`config.mk`:
```
export PLATFORM = sky130hd
export DESIGN_NAME = dmem_arbiter_fsm
export DESIGN_NICKNAME = d
export VERILOG_FILES = /design/src/rtl/rv32i_types.sv /design/src/rtl/dmem_arbiter_fsm.sv
export SDC_FILE = /design/constraint.sdc
export NUM_CORES = 1
export LEC_CHECK = 0
export CAP_MARGIN = 20
export CORE_MARGIN = 8
export CORE_UTILIZATION = 39
export CTS_CLUSTER_DIAMETER = 100
export DETAILED_ROUTE_END_ITERATION = 6
export PLACE_DENSITY = 0.84
export SLEW_MARGIN = 30
export SYNTH_ARGS = -nofsm -noshare
export SYNTH_HDL_FRONTEND = slang
export SYNTH_SLANG_ARGS = --single-unit
```
`constraint.sdc`:
```
create_clock -name clk -period 1.7 [get_ports clk]
set_input_delay 0.17 -clock clk [delete_from_list [all_inputs] [get_ports clk]]
set_output_delay 0.17 -clock clk [all_outputs]
set_load 0.01 [all_outputs]
```
`src/rtl/rv32i_types.sv`:
```
// Shared RV32I pipeline types; holds the data-memory arbiter state encoding.
package rv32i_types;

   typedef enum logic [1:0] {
      IDLE       = 2'd0,
      LOAD_WAIT  = 2'd1,
      STORE_WAIT = 2'd2,
      LOAD_DRAIN = 2'd3
   } dmem_fsm_state_t;

   localparam logic [31:0] WORD_ALIGN_MASK = 32'hFFFF_FFFC;

endpackage

```
`src/rtl/dmem_arbiter_fsm.sv`:
```
// Arbitrates the single data-memory port between the load RS and the committed store,
// holding each request until the memory responds and squashing loads across a flush.
module dmem_arbiter_fsm
   import rv32i_types::*;
#(
   parameter int unsigned LOAD_RS_DEPTH = 3
) (
   input  logic                     clk,
   input  logic                     rst_n,
   input  logic                     move_flush,
   input  logic                     dmem_r_rqst,
   input  logic [LOAD_RS_DEPTH-1:0] load_rs_idx_rqst,
   input  logic [31:0]              arbiter_load_rs_addr,
   input  logic [3:0]               arbiter_load_rs_rmask,
   input  logic                     store_w_rqst,
   input  logic [31:0]              store_addr,
   input  logic [3:0]               store_wmask,
   input  logic [31:0]              store_wdata,
   output logic                     load_rs_pop,
   output logic [LOAD_RS_DEPTH-1:0] load_rs_idx_executing,
   output logic                     store_rs_pop,
   output logic [31:0]              dmem_addr,
   output logic [3:0]               dmem_rmask,
   output logic [3:0]               dmem_wmask,
   output logic [31:0]              dmem_wdata,
   input  logic                     dmem_resp,
   output logic                     dmem_busy
);

   dmem_fsm_state_t state, state_next;

   logic launch_store;
   logic launch_load;

   // Stores win: the committed store is the oldest instruction and blocks commit.
   assign launch_store = (state == IDLE) && store_w_rqst;
   assign launch_load  = (state == IDLE) && !store_w_rqst && dmem_r_rqst && !move_flush;

   always_ff @(posedge clk or negedge rst_n) begin
      if (!rst_n) begin
         state <= IDLE;
      end else begin
         state <= state_next;
      end
   end

   always_comb begin
      state_next = state;
      unique case (state)
         IDLE: begin
            if (launch_store)     state_next = STORE_WAIT;
            else if (launch_load) state_next = LOAD_WAIT;
         end
         LOAD_WAIT: begin
            if (dmem_resp)       state_next = IDLE;
            else if (move_flush) state_next = LOAD_DRAIN;
         end
         STORE_WAIT: begin
            if (dmem_resp) state_next = IDLE;
         end
         LOAD_DRAIN: begin
            if (dmem_resp) state_next = IDLE;
         end
         default: state_next = IDLE;
      endcase
   end

   always_comb begin
      load_rs_pop  = (state == LOAD_WAIT) && dmem_resp && !move_flush;
      store_rs_pop = (state == STORE_WAIT) && dmem_resp;
      dmem_busy    = (state != IDLE);
   end

   // Request-hold registers: loaded only on launch, masks dropped on the response cycle.
   always_ff @(posedge clk or negedge rst_n) begin
      if (!rst_n) begin
         dmem_addr             <= '0;
         dmem_rmask            <= '0;
         dmem_wmask            <= '0;
         dmem_wdata            <= '0;
         load_rs_idx_executing <= '0;
      end else if (launch_store) begin
         dmem_addr  <= store_addr & WORD_ALIGN_MASK;
         dmem_wmask <= store_wmask;
         dmem_wdata <= store_wdata;
         dmem_rmask <= '0;
      end else if (launch_load) begin
         dmem_addr             <= arbiter_load_rs_addr & WORD_ALIGN_MASK;
         dmem_rmask            <= arbiter_load_rs_rmask;
         dmem_wmask            <= '0;
         load_rs_idx_executing <= load_rs_idx_rqst;
      end else if ((state != IDLE) && dmem_resp) begin
         dmem_rmask <= '0;
         dmem_wmask <= '0;
      end
   end

endmodule

```
Word level (Yosys, flattened, before mapping)
Cells that the tools add are included.
{ "classes": {"n_bitwise": 1, "add_sub_neg": 0, "n_reduce_logical": 17, "magnitude_cmp": 0, "mul": 0, "n_mux": 13, "n_eq_ne": 6, "shift": 0, "div_mod_pow": 0} }
{ "op_table": {"columns": ["op", "count"], "rows": [
  ["2-to-1 mux 32 bit", 2],
  ["2-to-1 mux 4 bit", 5],
  ["2-to-1 mux 2 bit", 5],
  ["logical AND 1 bit", 8],
  ["inequality test 3 bit (second input constant)", 2],
  ["one-hot mux 2 bit (3 select lines)", 1],
  ["== test 2 bit (second input constant)", 2],
  ["nonzero test 2 bit", 2],
  ["AND reduction 3 bit", 1],
  ["nonzero test 3 bit", 1],
  ["== test 2 x 1 -> 1 bit (second input constant)", 1],
  ["logical NOT 1 bit", 2],
  ["logical NOT 2 bit", 1],
  ["inequality test 2 x 1 -> 1 bit (second input constant)", 1],
  ["AND reduction 2 bit", 1],
  ["OR reduction 2 bit", 1],
  ["NOT 1 bit", 1]
]} }
{ "totals": {"latchBits": 0, "elab_cells": 43, "n_memories": 0, "out_inout_bits": 78, "input_bits": 113, "ff_bits": 77, "mem_bits_ro": 0, "ram_bits": 0} }

Longest topological paths before layout
Gate-level depths: netlist of run 1.
{ "depth": {"ltp_word": 7, "ltp_mapped": 5, "ltp_nobuf": 3} }

Worst setup path after synthesis of run 1
Ideal clock, no wire load.
{ "synth_timing": {"path_type": "flip-flop to flip-flop", "startpoint": "register state[0]", "endpoint": "register load_rs_idx_executing[0]", "synth_period_minus_slack_ns": 1.509, "path_buffers": 1, "setup_ns": 0.125, "arrival_ns": 1.384, "slack_ns": 0.191, "required_ns": 1.575, "stages_incl_launch_ff": 5, "cell_sequence": "dfrtp_1 > or3_1 > buf_6 > nor2_8 > mux2_2"} }
{ "synth_via": {"elab_chain_cells": 5, "word_cells_on_any_way": 7} }
{ "synth_lines": {"columns": ["element", "line", "rtl"], "rows": [
  ["from (decl)", "dmem_arbiter_fsm.sv:30", "dmem_fsm_state_t state, state_next;"],
  ["from (signal assigned)", "dmem_arbiter_fsm.sv:43", "state <= state_next;"],
  ["logical NOT 2 bit *", "dmem_arbiter_fsm.sv:36, dmem_arbiter_fsm.sv:37", null],
  ["logical AND 1 bit (3 in a row)", "dmem_arbiter_fsm.sv:37", "assign launch_load = (state == IDLE) && !store_w_rqst && dmem_r_rqst && !move_flush;"],
  ["AND reduction 2 bit (no line) *", null, null],
  ["to (signal assigned)", "dmem_arbiter_fsm.sv:91", "load_rs_idx_executing <= load_rs_idx_rqst;"],
  ["to (decl)", "dmem_arbiter_fsm.sv:20", "output logic [LOAD_RS_DEPTH-1:0] load_rs_idx_executing,"]
]} }
Mark *: on every way between the ends. The rest lies on a longest branch, timed or not.
A chain may end at the register's enable or synchronous reset.

Worst setup path in the final report of run 1
{ "layout_timing": {"startpoint": "register state[0]", "endpoint": "register dmem_wdata[3]"} }
{ "layout_via": {"elab_chain_cells": 2} }
{ "layout_lines": {"columns": ["element", "line", "rtl"], "rows": [
  ["logical NOT 2 bit", "dmem_arbiter_fsm.sv:36", "assign launch_store = (state == IDLE) && store_w_rqst;"],
  ["logical AND 1 bit", "dmem_arbiter_fsm.sv:36", null],
  ["to (signal assigned)", "dmem_arbiter_fsm.sv:85", "dmem_wdata <= store_wdata;"],
  ["to (decl)", "dmem_arbiter_fsm.sv:25", "output logic [31:0] dmem_wdata,"]
]} }
Every way passes these cells.

==> results of run 1 <==
## flip-flops by register name, indices dropped and copies added (netlist names)
register,flops
dmem_wdata,32
dmem_wmask,4
dmem_rmask,4
load_rs_idx_executing,3
dmem_addr,30
state,2
## cell usage after synthesis, drive strengths merged
| master | n |
|---|---|
| or3b | 1 |
| nor2 | 2 |
| a21oi | 31 |
| inv | 32 |
| conb | 1 |
| dfrtp | 75 |
| o21ai | 2 |
| nor2b | 1 |
| and3 | 1 |
| a22o | 8 |
| nand2b | 1 |
| and2 | 1 |
| clkbuf | 3 |
| o32ai | 30 |
| mux2 | 35 |
| or3 | 1 |
| o22ai | 2 |
| nor4b | 1 |
| buf | 16 |
## per-stage QoR
stage / instance area [um^2] / cells
6_report: 5760 / 552
3_5_place_dp: 5500 / 536
5_1_grt: 5760 / 552
4_1_cts: 5760 / 552
2_1_floorplan: 3470 / 245
3_3_place_gp: 5500 / 536
## worst reg2reg max path, stage by stage, from the launching register on
cell and delay (ns):
dfrtp_1 0.41, buf_4 0.15, or3b_4 0.43, buf_12 0.20
mux2_4 0.34
## area by class of cell
class	count	share of cell area
clock inverters	4	0.0169
clock buffers	11	0.0263
repair buffers	203	0.354
well taps	108	0.0235
inverters	32	0.0209
multi-input cells	119	0.232
flip-flops and latches	75	0.326
## repair_timing
| action | 4_1_cts | 5_1_grt |
|---|---|---|
| gates resized for setup | 3 | 4 |
| pin swaps | 1 | 0 |
| setup endpoints to repair | 8 | 36 |
| hold buffers | 1 | 0 |
| endpoints found under the hold margin | 36 | 0 |
## power by group through the flow
stage          sequential (uW)  clock [uW]  combinational (uW)
5_1_grt                   2720        1830                3200
3_3_place_gp              2640           0                3000
2_1_floorplan             2910           0                1050
3_5_place_dp              2670           0                3050
4_1_cts                   2650        1750                3050
6_report                  2650        1700                3000
## per-layer routing
metal | share of wire | track usage
met5 | 0 | 0
met1 | 0.38 | 0.194
met4 | 0.013 | 0.0466
met2 | 0.52 | 0.291
met3 | 0.091 | 0.0640
## final timing paths
path | start | end | slack (ns) | depth (start not counted)
setup reg to reg | state[0]$_DFFE_PN0P_ | dmem_wdata[3]$_DFFE_PN0N_ | 0.07 | 4
max in group asynchronous | rst_n | dmem_addr[5]$_DFFE_PN0P_ | 0.82 | 3
min in group clk | store_addr[30] | dmem_addr[30]$_DFFE_PN0P_ | 0.42 | 3
hold / removal | rst_n | dmem_wdata[5]$_DFFE_PN0N_ | 0.31 | 2
hold reg to reg | dmem_wmask[0]$_DFFE_PN0P_ | dmem_wmask[0]$_DFFE_PN0P_ | 0.50 | 1
setup / recovery | state[0]$_DFFE_PN0P_ | dmem_wdata[3]$_DFFE_PN0N_ | 0.07 | 4
## cells by family (layout without fill, tap and decap cells)
group	after synthesis	in the layout	share of synthesized area
AO/OA/AOI/OAI	73	73	0.214
buffers and inverters	51	250	0.0769
flip-flops	75	75	0.542
multiplexers	35	35	0.145
other	1	2	0.00108
AND/OR/NAND/NOR	9	9	0.0210
==> run metrics, run 1 <==
ranking of synthesized cells by area=dfrtp_1 54%, o32ai_2 14%, mux2_4 13%, a21oi_1 4.5%, inv_1 3.5%; Hold Fails Final Rpt=0; Switch Pwr=approximately 2100 uW; ratio of total power to cell area=1280 mW/mm^2; Vias/cell=approximately 4.8; clk sinks=75; PortBufs=~180; register area=roughly 0.0019 mm^2; Site Rows=34; CP Capture Type=flop; LEAKAGE=0.00252 uW; total length of routed wires=between 10,000 and 15,000 um; Rel. slew slack=0.665; Power, Total=between 7000 and 8000 uW; largest net degree at the start of global routing=39; Tmin final=approximately 1.6 ns; Cells after Synth=between 200 and 250; CP max stage cell=or3b_4; TritonCTS buffer count=9; post-route setup TNS=0 ns; H-Tree Depth=3; pre-CTS setup slack=-0.182 ns; FF+latch count, synth=75; Die ar.=0.0122 mm^2; Worst-Margin Slew=a little over 0.5 ns; First-pass DRT Iterations=4; global-route wire length before repair=roughly 16,000 um; die width=around 110 um; Final Hold Slack=0.314 ns; Final Setup Violations=0; starting density of the core=0.399; Cell Area, Synth=between 0.003 and 0.004 mm^2; commonest non-fill, non-tap cell in the layout=clkdlybuf4s50_1; grt total ovfl=0; delay-heaviest family, CP=simple AND/OR/NAND/NOR gates; top-area cell type share of the netlist area=0.542; VDD IR max=0.544 mV; TritonCTS clock tree=yes; CP arrival=between 1.5 and 2 ns; syn avg cell area=14.2 um^2; Final Skew=about 0.01 ns; most frequent cells in the layout=180 x clkdlybuf4s50_1, 75 x dfrtp_1, 32 x inv_1; clk slew on worst S/H paths=0.08 ns; CP max FO=29; DR vias=around 2,700; internal power=around 5200 uW; Yosys cell types=25; initial antenna violation count=0; I/O pin total=approximately 190; crit share post-route=0.961; status=completed; Buf+Inv Stages, Crit Path=2; worst path required time=around 1.9 ns; Maximum Capacitance Violations=0; Syn. warnings=0; area delta synth->final=66.2%; post-layout util=0.664; sw frac=0.290; Post-CTS Setup Inserts=0; FILL cells=641; Clk Latency, worst-skew pair=0.34 ns; CTS Root Cell=clkbuf_8; Routed Antenna Nets=0; # nets final=553; Residual DRC=0; max-slew violation count=0; final worst setup slack=roughly 0.066 ns; CP max stage delay=between 0.4 and 0.5 ns; combinational power share=0.408; layout cells sized above 1=0.236; vias in the first global route=between 2,000 and 3,000; cells along the critical path=buf_4, or3b_4, buf_12, mux2_4; class of the worst hold path=in2async; fmax=0.612 GHz; DR iter-0 viols=84; Die Ht=110 um; GP Congestion=between 0.7 and 0.8; wire length per cell=18.9 um; maximum clock path buffer count=2; clock share of power=0.232; CORE AREA=a little under 0.009 mm^2; sequential share of power=0.360; DPL Wire Length=just over 8000 um; Seq/Total Area, Yosys=0.542; multi-input logic area=around 0.0013 mm^2; setup repair after global routing missed its margin=no; Antenna Cells=0; Tot GR Track Use=0.170; Yosys top cell by area=dfrtp_1; Startpoint Class=flop; crit path kind=reg2reg
Note: power is estimated with default switching activity, not from simulation.
==> run 2: changes to the inputs <==
--- a/config.mk
+++ b/config.mk
@@ -6,11 +6,13 @@
 export NUM_CORES = 1
 export LEC_CHECK = 0
 export CAP_MARGIN = 20
+export CELL_PAD_IN_SITES_DETAIL_PLACEMENT = 0
+export CELL_PAD_IN_SITES_GLOBAL_PLACEMENT = 1
 export CORE_MARGIN = 8
-export CORE_UTILIZATION = 39
+export CORE_UTILIZATION = 30
 export CTS_CLUSTER_DIAMETER = 100
 export DETAILED_ROUTE_END_ITERATION = 6
-export PLACE_DENSITY = 0.84
+export PLACE_DENSITY = 0.85
 export SLEW_MARGIN = 30
 export SYNTH_ARGS = -nofsm -noshare
 export SYNTH_HDL_FRONTEND = slang
==> constraint.sdc (replaced) <==
create_clock -name clk -period 1.8 [get_ports clk]
set_input_delay 0.18 -clock clk [delete_from_list [all_inputs] [get_ports clk]]
set_output_delay 0.18 -clock clk [all_outputs]
set_load 0.01 [all_outputs]
==> run metrics, run 2 (same netlist as run 1, synthesis figures left out) <==
grt total ovfl=0 (unchanged); H-Tree Depth=3 (unchanged); CP arrival=1.53 ns (-0.33 ns); Maximum Capacitance Violations=0 (unchanged); largest net degree at the start of global routing=40 (+2.6%); Final Hold Slack=0.376 ns (+0.0613 ns); CP max stage cell=clkdlybuf4s50_1; DPL Wire Length=8510 um (+5.3%); clk sinks=75 (unchanged); die width=123 um (+12%); initial antenna violation count=0 (unchanged); DP Area=0.00555 mm^2 (+0.75%); most frequent cells in the layout=181 x clkdlybuf4s50_1, 75 x dfrtp_1, 32 x inv_1; # nets final=551 (-0.36%); I/O pin total=191 (unchanged); VDD IR max=0.579 mV (+6.6%); area delta synth->final=69.4%; Post-CTS Setup Inserts=0 (unchanged); global-route wire length before repair=16,500 um (+4.0%); First-pass DRT Iterations=4 (unchanged); Power, Total=7270 uW (-1.0%); vias in the first global route=2,965 (+0.41%); GP Congestion=0.685 (-11%); crit share post-route=0.948; Site Rows=39 (+15%); Routed Antenna Nets=0 (unchanged); layout cells sized above 1=0.231 (-0.00572); DR vias=2,705 (+1.0%); status=completed; Die Ht=123 um (+12%); DR iter-0 viols=81 (-3.6%); total length of routed wires=10,900 um (+4.5%); Top Registers=dmem_wdata: 32 flops, dmem_addr: 30 flops; worst path required time=1.62 ns (-0.31 ns); TritonCTS clock tree=yes; crit path kind=reg2out; Hold Fails Final Rpt=0 (unchanged); max FFs per register=32 (unchanged); cells along the critical path=buf_4, nor2_1, inv_1, clkdlybuf4s50_1; final worst setup slack=0.0939 ns (+0.0280 ns); Antenna Cells=0 (unchanged); Residual DRC=0 (unchanged); wire length per cell=18.7 um (-1.4%); class of the worst hold path=in2async; CTS Root Cell=clkbuf_16; LEAKAGE=0.00255 uW (+1.2%); Final Skew=0.00460 ns (-0.00536 ns); Die ar.=0.0152 mm^2 (+25%); Startpoint Class=flop; CP Capture Type=primary output; CORE AREA=0.0114 mm^2 (+31%); TritonCTS buffer count=9 (unchanged); fmax=just under 0.6 GHz; starting density of the core=0.305 (-0.0945); commonest non-fill, non-tap cell in the layout=clkdlybuf4s50_1; Worst-Margin Slew=0.527 ns (+0.0244 ns); PortBufs=184 (unchanged); maximum clock path buffer count=2 (unchanged); CP max stage delay=0.48 ns (+0.05 ns); Vias/cell=4.62 (-4.7%); Inst Count DP=569 (+6.2%); Final Setup Violations=0 (unchanged); Rel. slew slack=0.649 (-0.0163); Clk Latency, worst-skew pair=0.33 ns (about the same); most flop-heavy register=dmem_wdata; max-slew violation count=0 (unchanged); Final Non-Filler Cells=585 (+6.0%); pre-CTS setup slack=-0.113 ns (+0.0698 ns); design area=0.00587 mm^2 (+1.9%); Tmin final=about 1.7 ns; Tot GR Track Use=0.141 (-0.0293); clk slew on worst S/H paths=0.06 ns (-0.02 ns); CP max FO=4 (-86%); ratio of total power to cell area=1240 mW/mm^2 (-2.9%); setup repair after global routing missed its margin=no
-- run 2: cell count changes in the layout (fill, tap and decap cells not counted), sizes merged --
cell | previous run | this run
clkdlybuf4s50 | 180 | 181
bufinv | 3 | 2
clkinv | 0 | 2
buf | 19 | 17
clkbuf | 12 | 10
-- run 2: final timing paths --
kind	from	to	slack [ns]	cells past startpoint
setup reg to reg	state[0]$_DFFE_PN0P_	dmem_addr[14]$_DFFE_PN0P_	0.10	4
hold reg to reg	dmem_rmask[0]$_DFFE_PN0P_	dmem_rmask[0]$_DFFE_PN0P_	0.50	1
max in group asynchronous	rst_n	dmem_addr[13]$_DFFE_PN0P_	0.81	3
setup / recovery	state[0]$_DFFE_PN0P_	dmem_busy	0.09	4
min in group clk	store_addr[26]	dmem_addr[26]$_DFFE_PN0P_	0.44	3
hold / removal	rst_n	dmem_wdata[30]$_DFFE_PN0N_	0.38	2
-- run 2: critical path, delay by kind of cell, from the launching register on --
family | cells | cell delay, ns
buffers and inverters | 3 | 0.70
flip-flops | 1 | 0.38
AND/OR/NAND/NOR | 1 | 0.13
-- run 2: final cells by class --
| type | count | area (um^2) |
|---|---|---|
| clock inverter | 5 | 77.6 |
| multi-input combinational | 119 | 1340 |
| sequential | 75 | 1880 |
| timing repair buffer | 201 | 2040 |
| inverter | 32 | 120 |
| fill | 1017 | 5500 |
| clock buffer | 10 | 239 |
| tap | 143 | 179 |
-- run 2: report_power, final --
| part | switching (uW) | leakage (uW) | internal [uW] |
|---|---|---|---|
| combinational | 1110 | 0.00153 | 1740 |
| clock | 684 | 0.000154 | 1240 |
| sequential | 292 | 0.000870 | 2210 |
| total | 2080 | 0.00255 | 5190 |
-- run 2: timing repair --
item | in CTS | in global routing
resized for setup | 2 | 0
setup endpoints to repair | 2 | 0
hold buffers | 1 | 0
hold endpoints to repair | 38 | 0
-- run 2: metrics by stage --
stage                     TNS [ns]  utilization
after global routing             0        0.516
after floorplan                  0            -
after global placement       -1.98        0.488
after detailed placement     -2.57        0.488
final                            0        0.516
after CTS                        0        0.516
-- run 2: routing by layer --
| layer | share of wire | up-vias | GRT usage |
|---|---|---|---|
| li1 | - | 1260 | - |
| met1 | 0.38 | 1341 | 0.156 |
| met2 | 0.52 | 92 | 0.248 |
| met3 | 0.076 | 12 | 0.0447 |
| met4 | 0.014 | 0 | 0.0482 |
| met5 | 0 | - | 0 |
